$ cat src/rtl/sdram_arb_pkg.sv
// rtl/sdram_arb_pkg.sv - shared state type, arbitration modes and slot helper for the SDRAM read arbiter
package sdram_arb_pkg;

  typedef enum logic [1:0] {
    ST_IDLE   = 2'd0,
    ST_ISSUE  = 2'd1,
    ST_GUARD  = 2'd2,
    ST_STREAM = 2'd3
  } arb_state_e;

  localparam int ARB_RR    = 0;
  localparam int ARB_FIXED = 1;

  // Lowest bit of client idx's field inside a packed per-client bus
  function automatic int slot_lo(input int idx, input int width);
    return idx * width;
  endfunction

endpackage

$ cat src/rtl/rr_arbiter.sv
// rtl/rr_arbiter.sv - round-robin / fixed-priority grant selection with rotating pointer
module rr_arbiter #(
  parameter int N_CH = 2
) (
  input  logic                     clk,
  input  logic                     reset,
  input  logic [N_CH-1:0]          req_i,
  input  logic                     fixed_i,
  input  logic                     grant_en_i,
  output logic [N_CH-1:0]          grant_o,
  output logic [$clog2(N_CH)-1:0]  grant_idx_o
);

  localparam int IDX_W = $clog2(N_CH);

  logic [IDX_W-1:0] ptr_q;
  logic [IDX_W-1:0] ptr_d;
  logic [IDX_W-1:0] cand;
  logic             found;

  // First requester found searching upward from ptr_q (round-robin) or from index 0 (fixed)
  always_comb begin
    grant_o     = '0;
    grant_idx_o = '0;
    found       = 1'b0;
    cand        = '0;
    for (int off = 0; off < N_CH; off++) begin
      cand = fixed_i ? IDX_W'(off) : IDX_W'((int'(ptr_q) + off) % N_CH);
      if (!found && req_i[cand]) begin
        found         = 1'b1;
        grant_o[cand] = 1'b1;
        grant_idx_o   = cand;
      end
    end
  end

  // Pointer moves just past the granted client so it becomes lowest priority next round
  always_comb begin
    ptr_d = ptr_q;
    if (grant_en_i && found) begin
      ptr_d = (grant_idx_o == IDX_W'(N_CH - 1)) ? '0 : grant_idx_o + 1'b1;
    end
  end

  // Pointer register
  always_ff @(posedge clk) begin
    if (reset) ptr_q <= '0;
    else       ptr_q <= ptr_d;
  end

endmodule

$ cat src/rtl/sdram_read_arbiter.sv
// rtl/sdram_read_arbiter.sv - shares one SDRAM burst-read master among N cache read clients
module sdram_read_arbiter
  import sdram_arb_pkg::*;
#(
  parameter int N_CH     = 2,
  parameter int ADDR_W   = 26,
  parameter int DATA_W   = 32,
  parameter int ARB_MODE = ARB_RR
) (
  input  logic                   clk,
  input  logic                   reset,
  input  logic [N_CH-1:0]        c_go,
  input  logic [N_CH-1:0]        c_fixed_location,
  input  logic [N_CH*ADDR_W-1:0] c_base,
  input  logic [N_CH*ADDR_W-1:0] c_length,
  output logic [N_CH-1:0]        c_done,
  output logic [N_CH-1:0]        c_early_done,
  input  logic [N_CH-1:0]        c_read_buffer,
  output logic [DATA_W-1:0]      c_data,
  output logic [N_CH-1:0]        c_data_available,
  output logic                   m_go,
  output logic                   m_fixed_location,
  output logic [ADDR_W-1:0]      m_base,
  output logic [ADDR_W-1:0]      m_length,
  input  logic                   m_done,
  input  logic                   m_early_done,
  output logic                   m_read_buffer,
  input  logic [DATA_W-1:0]      m_data,
  input  logic                   m_data_available
);

  localparam int IDX_W = $clog2(N_CH);

  arb_state_e        state_q;
  logic [IDX_W-1:0]  owner_q;
  logic [N_CH-1:0]   pending_q;
  logic [N_CH-1:0]   pending_d;
  logic [N_CH-1:0]   accept;
  logic [ADDR_W-1:0] slot_base_q [N_CH];
  logic [ADDR_W-1:0] slot_len_q  [N_CH];
  logic [N_CH-1:0]   slot_fixed_q;
  logic              m_go_q;
  logic              m_fixed_q;
  logic [ADDR_W-1:0] m_base_q;
  logic [ADDR_W-1:0] m_len_q;
  logic [N_CH-1:0]   grant;
  logic [IDX_W-1:0]  grant_idx;
  logic              grant_en;
  logic              owner_live;

  assign grant_en   = (state_q == ST_IDLE) && (|pending_q);
  assign owner_live = (state_q == ST_GUARD) || (state_q == ST_STREAM);

  rr_arbiter #(
    .N_CH (N_CH)
  ) u_arb (
    .clk         (clk),
    .reset       (reset),
    .req_i       (pending_q),
    .fixed_i     (ARB_MODE == ARB_FIXED),
    .grant_en_i  (grant_en),
    .grant_o     (grant),
    .grant_idx_o (grant_idx)
  );

  // Per-client status, data-valid routing and request acceptance (zero-length never accepted)
  always_comb begin
    c_done           = '0;
    c_early_done     = '0;
    c_data_available = '0;
    accept           = '0;
    for (int i = 0; i < N_CH; i++) begin
      c_done[i]           = ~pending_q[i] & ~((owner_q == IDX_W'(i)) && (state_q != ST_IDLE));
      c_early_done[i]     = c_done[i] |
                            ((owner_q == IDX_W'(i)) && (state_q == ST_STREAM) && m_early_done);
      c_data_available[i] = m_data_available && (owner_q == IDX_W'(i)) && owner_live;
      accept[i]           = c_go[i] && c_done[i] &&
                            (c_length[slot_lo(i, ADDR_W) +: ADDR_W] != '0);
    end
  end

  // New requests set pending; the granted slot is cleared as it moves into the master
  always_comb begin
    pending_d = pending_q | accept;
    if (grant_en) pending_d = pending_d & ~grant;
  end

  // Request slots capture the client's parameters when a request is accepted
  always_ff @(posedge clk) begin
    for (int i = 0; i < N_CH; i++) begin
      if (accept[i]) begin
        slot_base_q[i]  <= c_base[slot_lo(i, ADDR_W) +: ADDR_W];
        slot_len_q[i]   <= c_length[slot_lo(i, ADDR_W) +: ADDR_W];
        slot_fixed_q[i] <= c_fixed_location[i];
      end
    end
  end

  // Ownership FSM; downstream request fields are registered at grant and held until the next grant
  always_ff @(posedge clk) begin
    if (reset) begin
      state_q   <= ST_IDLE;
      owner_q   <= '0;
      pending_q <= '0;
      m_go_q    <= 1'b0;
      m_fixed_q <= 1'b0;
      m_base_q  <= '0;
      m_len_q   <= '0;
    end else begin
      pending_q <= pending_d;
      m_go_q    <= 1'b0;
      case (state_q)
        ST_IDLE: begin
          if (grant_en) begin
            owner_q   <= grant_idx;
            m_go_q    <= 1'b1;
            m_base_q  <= slot_base_q[grant_idx];
            m_len_q   <= slot_len_q[grant_idx];
            m_fixed_q <= slot_fixed_q[grant_idx];
            state_q   <= ST_ISSUE;
          end
        end
        ST_ISSUE:  state_q <= ST_GUARD;
        // Downstream done may still reflect its previous burst here, so it is not looked at
        ST_GUARD:  state_q <= ST_STREAM;
        ST_STREAM: begin
          if (m_done && !m_data_available) state_q <= ST_IDLE;
        end
        default:   state_q <= ST_IDLE;
      endcase
    end
  end

  assign m_go             = m_go_q;
  assign m_base           = m_base_q;
  assign m_length         = m_len_q;
  assign m_fixed_location = m_fixed_q;
  assign m_read_buffer    = c_read_buffer[owner_q] && owner_live;
  assign c_data           = m_data;

endmodule

$ cat config.mk
export PLATFORM = sky130hd
export DESIGN_NAME = sdram_read_arbiter
export DESIGN_NICKNAME = d
export VERILOG_FILES = /design/src/rtl/sdram_arb_pkg.sv /design/src/rtl/rr_arbiter.sv /design/src/rtl/sdram_read_arbiter.sv
export SDC_FILE = /design/constraint.sdc
export NUM_CORES = 1
export LEC_CHECK = 0
export CORE_AREA = 2 2 151 116
export DETAILED_ROUTE_END_ITERATION = 8
export DIE_AREA = 0 0 153 118
export HOLD_SLACK_MARGIN = 0.03
export PLACE_DENSITY_LB_ADDON = 0.1
export SYNTH_ARGS = -nofsm -noshare
export SYNTH_HDL_FRONTEND = slang
export SYNTH_SLANG_ARGS = --single-unit
export TNS_END_PERCENT = 1
$ cat constraint.sdc
create_clock -name clk -period 2.4 [get_ports clk]
set_input_delay 0.6 -clock clk [delete_from_list [all_inputs] [get_ports clk]]
set_output_delay 0.6 -clock clk [all_outputs]
set_load 0.01 [all_outputs]
# [Yosys cells after proc, flatten, opt, wreduce, memory -nomap -nowiden]
# Memories as Yosys holds them, arrays and structs flattened. A register that Yosys moved wholly into a read port is not among the register bits.
# Cells that the tools add are included.
[totals] input_bits=147 output_inout_bits=93 mem_count=2 elab_cells=97 regBits=10 ramBits=104
[classes] magnitude_cmp=6 reduce_logical=32 eq_ne=5 addsub=2 muxes=28 bitwise_logic=14
[mem_list] name="slot_base_q" words=2 width=26 rd=1 rd_clocked_by_memory_dff=1 wr=2 line="sdram_read_arbiter.sv:39" rtl="logic [ADDR_W-1:0] slot_base_q [N_CH];"
[mem_list] name="slot_len_q" words=2 width=26 rd=1 rd_clocked_by_memory_dff=1 wr=2 line="sdram_read_arbiter.sv:40" rtl="logic [ADDR_W-1:0] slot_len_q [N_CH];"
[op_table] cell="nonzero test 26 bit" n=2
[op_table] cell="logical AND 1 bit" n=21
[op_table] cell="two-way mux 1 bit" n=20
[op_table] cell="two-way mux 2 bit" n=5
[op_table] cell="< comparator 1 x 2 -> 1 bit, second input constant" n=4
[op_table] cell="one-hot mux 2 bit (4 select lines)" n=1
[op_table] cell="inverter 1 bit" n=6
[op_table] cell="equality test 2 bit, second input constant" n=2
[op_table] cell="inequality test 2 x 1 -> 1 bit, second input constant" n=2
[op_table] cell="bitwise OR 2 bit" n=2
[op_table] cell="AND reduction 2 bit" n=2
[op_table] cell="OR reduction 2 bit" n=2
[op_table] cell="adder 1 bit, second input constant" n=2
[op_table] cell="AND 1 bit" n=2
[op_table] cell="AND 2 bit" n=1
[op_table] cell="demux 1 bit (select 1 bit)" n=2
[op_table] cell="equality test 2 x 1 -> 1 bit, second input constant" n=1
[op_table] cell="greater-or-equal comparator 1 bit, second input constant" n=2
[op_table] cell="logical NOT 1 bit" n=2
[op_table] cell="logical NOT 2 bit" n=1
[op_table] cell="inverter 2 bit" n=1
[op_table] cell="bitwise OR 1 bit" n=2
[op_table] cell="nonzero test 2 bit" n=1
[op_table] cell="logical OR 1 bit" n=1

# [Depth between registers and ports, before layout]
[depth] ltp_word=10 mapped_depth=8 depth_no_buf=6

# [By module]
# Synthesis repeated with hierarchy kept, for this count alone.
[unflattened] hier_cells=446 hier_area_um2=6585.1
[modules_own_cells] mod="sdram_read_arbiter" area_per_inst_um2=6500.0 cells_per_inst=436 n_inst=1 seq_area_each_um2=4364.2
[modules_own_cells] mod="rr_arbiter" area_per_inst_um2=85.1 cells_per_inst=10 n_inst=1 seq_area_each_um2=20.0

# [Least setup slack after synthesis]
# No wires, ideal clock.
[synth_path] kind="reg2reg" startpoint="reg state_q[0]" endpoint="mem slot_base_q[1][0] (enable)" path_buffers=1 setup_slack_ns=-0.265 setup_time_ns=0.408 t_required_ns=1.992 stages_incl_launch_ff=7 arrival_ns=2.256 cell_sequence="dfxtp_1 -> inv_1 -> ha_1 -> clkbuf_2 -> inv_1 -> a21oi_1 -> o211a_1"
[synth_lines] element="from (decl)" line="sdram_read_arbiter.sv:34" rtl="arb_state_e state_q;"
[synth_lines] element="from (signal assigned)" line="sdram_read_arbiter.sv:102" rtl="state_q <= ST_IDLE;"
[synth_lines] element="from (signal assigned)" line="sdram_read_arbiter.sv:120" rtl="state_q <= ST_ISSUE;"
[synth_lines] element="from (signal assigned)" line="sdram_read_arbiter.sv:123" rtl="ST_ISSUE: state_q <= ST_GUARD;"
[synth_lines] element="to (decl)" line="sdram_read_arbiter.sv:39"

# [Worst setup path after layout]
[layout_path] startpoint="in c_read_buffer[1]" endpoint="out m_read_buffer"
[layout_via] elab_chain_cells=3
[layout_rtl] element="from (decl)" line="sdram_read_arbiter.sv:18" rtl="input logic [N_CH-1:0] c_read_buffer,"
[layout_rtl] element="two-way mux 1 bit (implied by the code) (2 in a row)" line="sdram_read_arbiter.sv:138" rtl="assign m_read_buffer = c_read_buffer[owner_q] && owner_live;"
[layout_rtl] element="logical AND 1 bit" line="sdram_read_arbiter.sv:138"
[layout_rtl] element="to (decl)" line="sdram_read_arbiter.sv:27" rtl="output logic m_read_buffer,"
# Every way passes these cells. The select of a mux whose other input is x is not followed.

==> summary.md <==
| Metric | Value |
|---|---|
| Row cnt | 41 |
| I/O Buffers | 175 |
| Unique masters post-synth | 34 |
| Pwr per Cell Area | 1220 nW/um^2 |
| Reg clk slew, reported paths | 0.06 ns |
| Worst r2r dst | slot_len_q[0][19] |
| Die area | 18,100 sq um |
| Max_cap viols | 0 |
| CP arrival | 1.75 ns |
| 1st-iter DRT viols | 147 |
| NumNets Final | 748 |
| Clk_lat worst skew | 0.42 ns |
| GR Util All Layers | 17.3% |
| Ant. Diodes | 0 |
| Fraction of layout cells with a size suffix above 1 | 16.7% |
| Slew headroom | 63.2% |
| Critical Path Start Type | primary input |
| Mapped Area | 6500 sq um |
| Met1 GRT Util | 21.2% |
| GR Layer Usage met2 | 28.0% |
| GR Util met3 | 6.44% |
| Hold crit path type | reg2reg |
| Fmax | 0.425 GHz |
| Core area | 16,600 sq um |
| Area grow syn2layout | 37.8% |
| Fin area | 8960 sq um |
| Router iterations before antenna repair | 4 |
| Final WL | 15.5 mm |
| Crit path capture type | primary output |
| Critical Path Most Common Cell | clkdlybuf4s50_1 |
| Final setup vio count | 0 |
| Largest net degree at the start of global routing | 65 |
| GPL Wtd Cong | 0.763 |
| Bufs on Longest Clock Path | 2 |
| Busiest grt layer | met2 |
| Fin. Hold Viols | 0 |
| WHS Path Cells | 2 |
| Number of remaining DRC errors | 0 |
| Status | completed |
| Fin crit share | 98.1% |
| Pins Over Slew Limit | 0 |
| Fill cells | 1,376 |
| Die span in y | 118 microns |
| Critical Path Slowest Stage Cell | clkdlybuf4s50_1 |
| Worst hold margin | 0.500 ns |
| Internal reg-to-reg setup slack | 0.60 ns |
| Crit-path cells | clkdlybuf4s50_1 -> mux2i_1 -> nor2_1 -> clkdlybuf4s50_1 |
| Slowest stage delay, CP | 0.54 ns |
| Initial antenna violation count | 1 |
| TritonCTS clock tree | done |
| Total CTS buffers | 17 |
| Die Width | 153 microns |
| Syn_area_per_cell | 14.8 sq um |
| Clock Skews | 0.00740 ns |
| Synthesis Warnings | 0 |
| Per-cell routed wire length | 18.7 microns |
| Crit path max-delay family | buffers and inverters |
| Min Clock Period, post-route | 2.35 ns |
| CTS Hold Buffers Added | 0 |
| Worst-path maximum fanout | 1 |
| Initial core utilization | 39.3% |
| Min setup slack post-route | 0.0464 ns |
| Dpl hpwl | 10.6 mm |
| Ports | 240 |
| Maximum vdd drop | 579 uV |
| Overflow after GRT | 0 |
| Syn Nets | 591 |
| Vias per cell | 4.91 |
| Post-Syn Instances | 441 |
| Clock Root Buffer | clkbuf_16 |
| Clock sink count | 166 |
| Worst-Margin Slew | 0.547 ns |
| Share of Yosys cell area claimed by the top area cell type | 48.9% |
| Static leakage | 3.05 nW |
| Post-layout util | 54.1% |
| Buf+Inv Stages, Crit Path | 2 |
| Synth top area cells | edfxtp_1 49%, dfxtp_1 18%, mux2i_1 8.5% |
| Area leader, netlist | edfxtp_1 |
| Post-DP Area | 8370 sq um |
| First-pass GRT wire length | 23.6 mm |
| Setup TNS | 0 ns |
| Worst Reg-to-Reg Cells | 8 |
| Number of routed nets with antenna violations | 0 |
| Terminating pin of the worst hold path | m_length[14] |
| Vias in the first global route | 4,220 |
| Seq/Total Area, Yosys | 67.4% |
| Worst EP required | 1.80 ns |
| Yosys reg bits | 166 |
| Htree depth | 4 |
| Setup slack at placement | -0.254 ns |
| Worst Min Path Start | m_length[14] |
| CP Class | in2out |
| Vias post-DR | 4,057 |
| RR Startpoint | state_q[0] |
| RSZ-0062 raised after global routing | true |
stage by stage:
| step | total power (W) | instances |
|---|---|---|
| after floorplan | 0.00670 | 441 |
| after global placement | 0.00840 | 794 |
| after detailed placement | 0.00846 | 794 |
| after CTS | 0.0111 | 826 |
| after global routing | 0.0116 | 826 |
| final | 0.0110 | 826 |
state kept, by name (all words and copies together), names as in the netlist:
signal            flops
u_arb.ptr_q           1
state_q               2
owner_q               1
slot_base_q          52
slot_len_q           52
m_go                  1
m_fixed_location      1
m_length             26
m_base               26
slot_fixed_q          2
pending_q             2
routing by layer:
metal  vias to the layer above  share of wire, %
li1                       1928                 -
met2                       155                48
met5                         -             0.084
met3                        52               7.8
met1                      1920                42
met4                         2               2.2
layout by cell type (no fill, tap or decap), drive strengths merged, types with 6 or more instances in the layout:
cell / Yosys / final
clkbuf: 12 / 19
edfxtp: 106 / 106
nor4: 12 / 12
a211oi: 54 / 54
buf: 46 / 22
mux2i: 55 / 55
nor2: 65 / 65
clkinv: 0 / 6
clkdlybuf4s50: 0 / 168
dfxtp: 60 / 60
cell families (layout without fill, tap and decap cells):
logic type	count (synthesis)	after routing	synth area share, %
buf+inv	62	232	6.81
simple gates	87	87	5.83
fa+ha+maj	3	3	0.577
flops	166	166	67.4
mux	55	55	8.46
compound gates	68	68	10.9
cell usage after synthesis:
cell,instances
a21boi_2,1
nand2b_1,1
nand4_1,2
o211a_1,2
buf_6,1
buf_12,1
buf_2,4
inv_1,4
nor3_1,1
dfxtp_1,60
buf_8,4
a21boi_0,1
mux2i_1,55
ha_1,3
a21oi_1,2
o21ai_0,1
nand3_1,2
a31o_2,1
nor2_1,64
a211oi_1,14
clkbuf_2,1
o21a_1,2
edfxtp_1,106
nand2_1,2
and3b_1,1
a22oi_1,2
a31oi_1,1
buf_4,36
clkbuf_1,11
o22ai_1,1
a211oi_2,40
nor4_1,12
nor2_2,1
nor3b_1,1
report_power, final:
part | total [W] | switching, W | internal [W]
sequential | 0.00438 | 0.000383 | 0.00400
combinational | 0.00396 | 0.00203 | 0.00193
clock | 0.00263 | 0.00110 | 0.00153
total | 0.0110 | 0.00351 | 0.00746
worst max path at each step:
stage | startpoint | cells past startpoint | end
after detailed placement | c_length[7] | 7 | pending_q[0]
after global placement | c_length[7] | 7 | pending_q[0]
after global routing | state_q[0] | 5 | m_read_buffer
after floorplan | state_q[0] | 6 | slot_base_q[0][0]
final | c_read_buffer[1] | 4 | m_read_buffer
after CTS | state_q[1] | 4 | c_data_available[0]
tightest hold or removal path: cells and delay by family, from the launching register on:
family	cells	cell delay [ns]
and+or+nand+nor	1	0.09
DFF	1	0.31
AOI/OAI and AO/OA	1	0.05
layout make-up:
| type | instances | area (sq um) | share of cell area (%) |
|---|---|---|---|
| clock buffers | 19 | 433 | 4.83 |
| clock inverters | 13 | 134 | 1.49 |
| multi-input cells | 213 | 1730 | 19.3 |
| inverters | 4 | 15.0 | 0.168 |
| well taps | 215 | 269 | 3.00 |
| flip-flops and latches | 166 | 4390 | 48.9 |
| repair buffers | 196 | 1990 | 22.2 |
what timing repair did:
item / 4_1_cts / 5_1_grt
setup endpoints to repair: 7 / 5
pin swaps: 0 / 1
resized for setup: 9 / 6
setup buffers: 0 / 0
(Power assumes the default switching activity.)
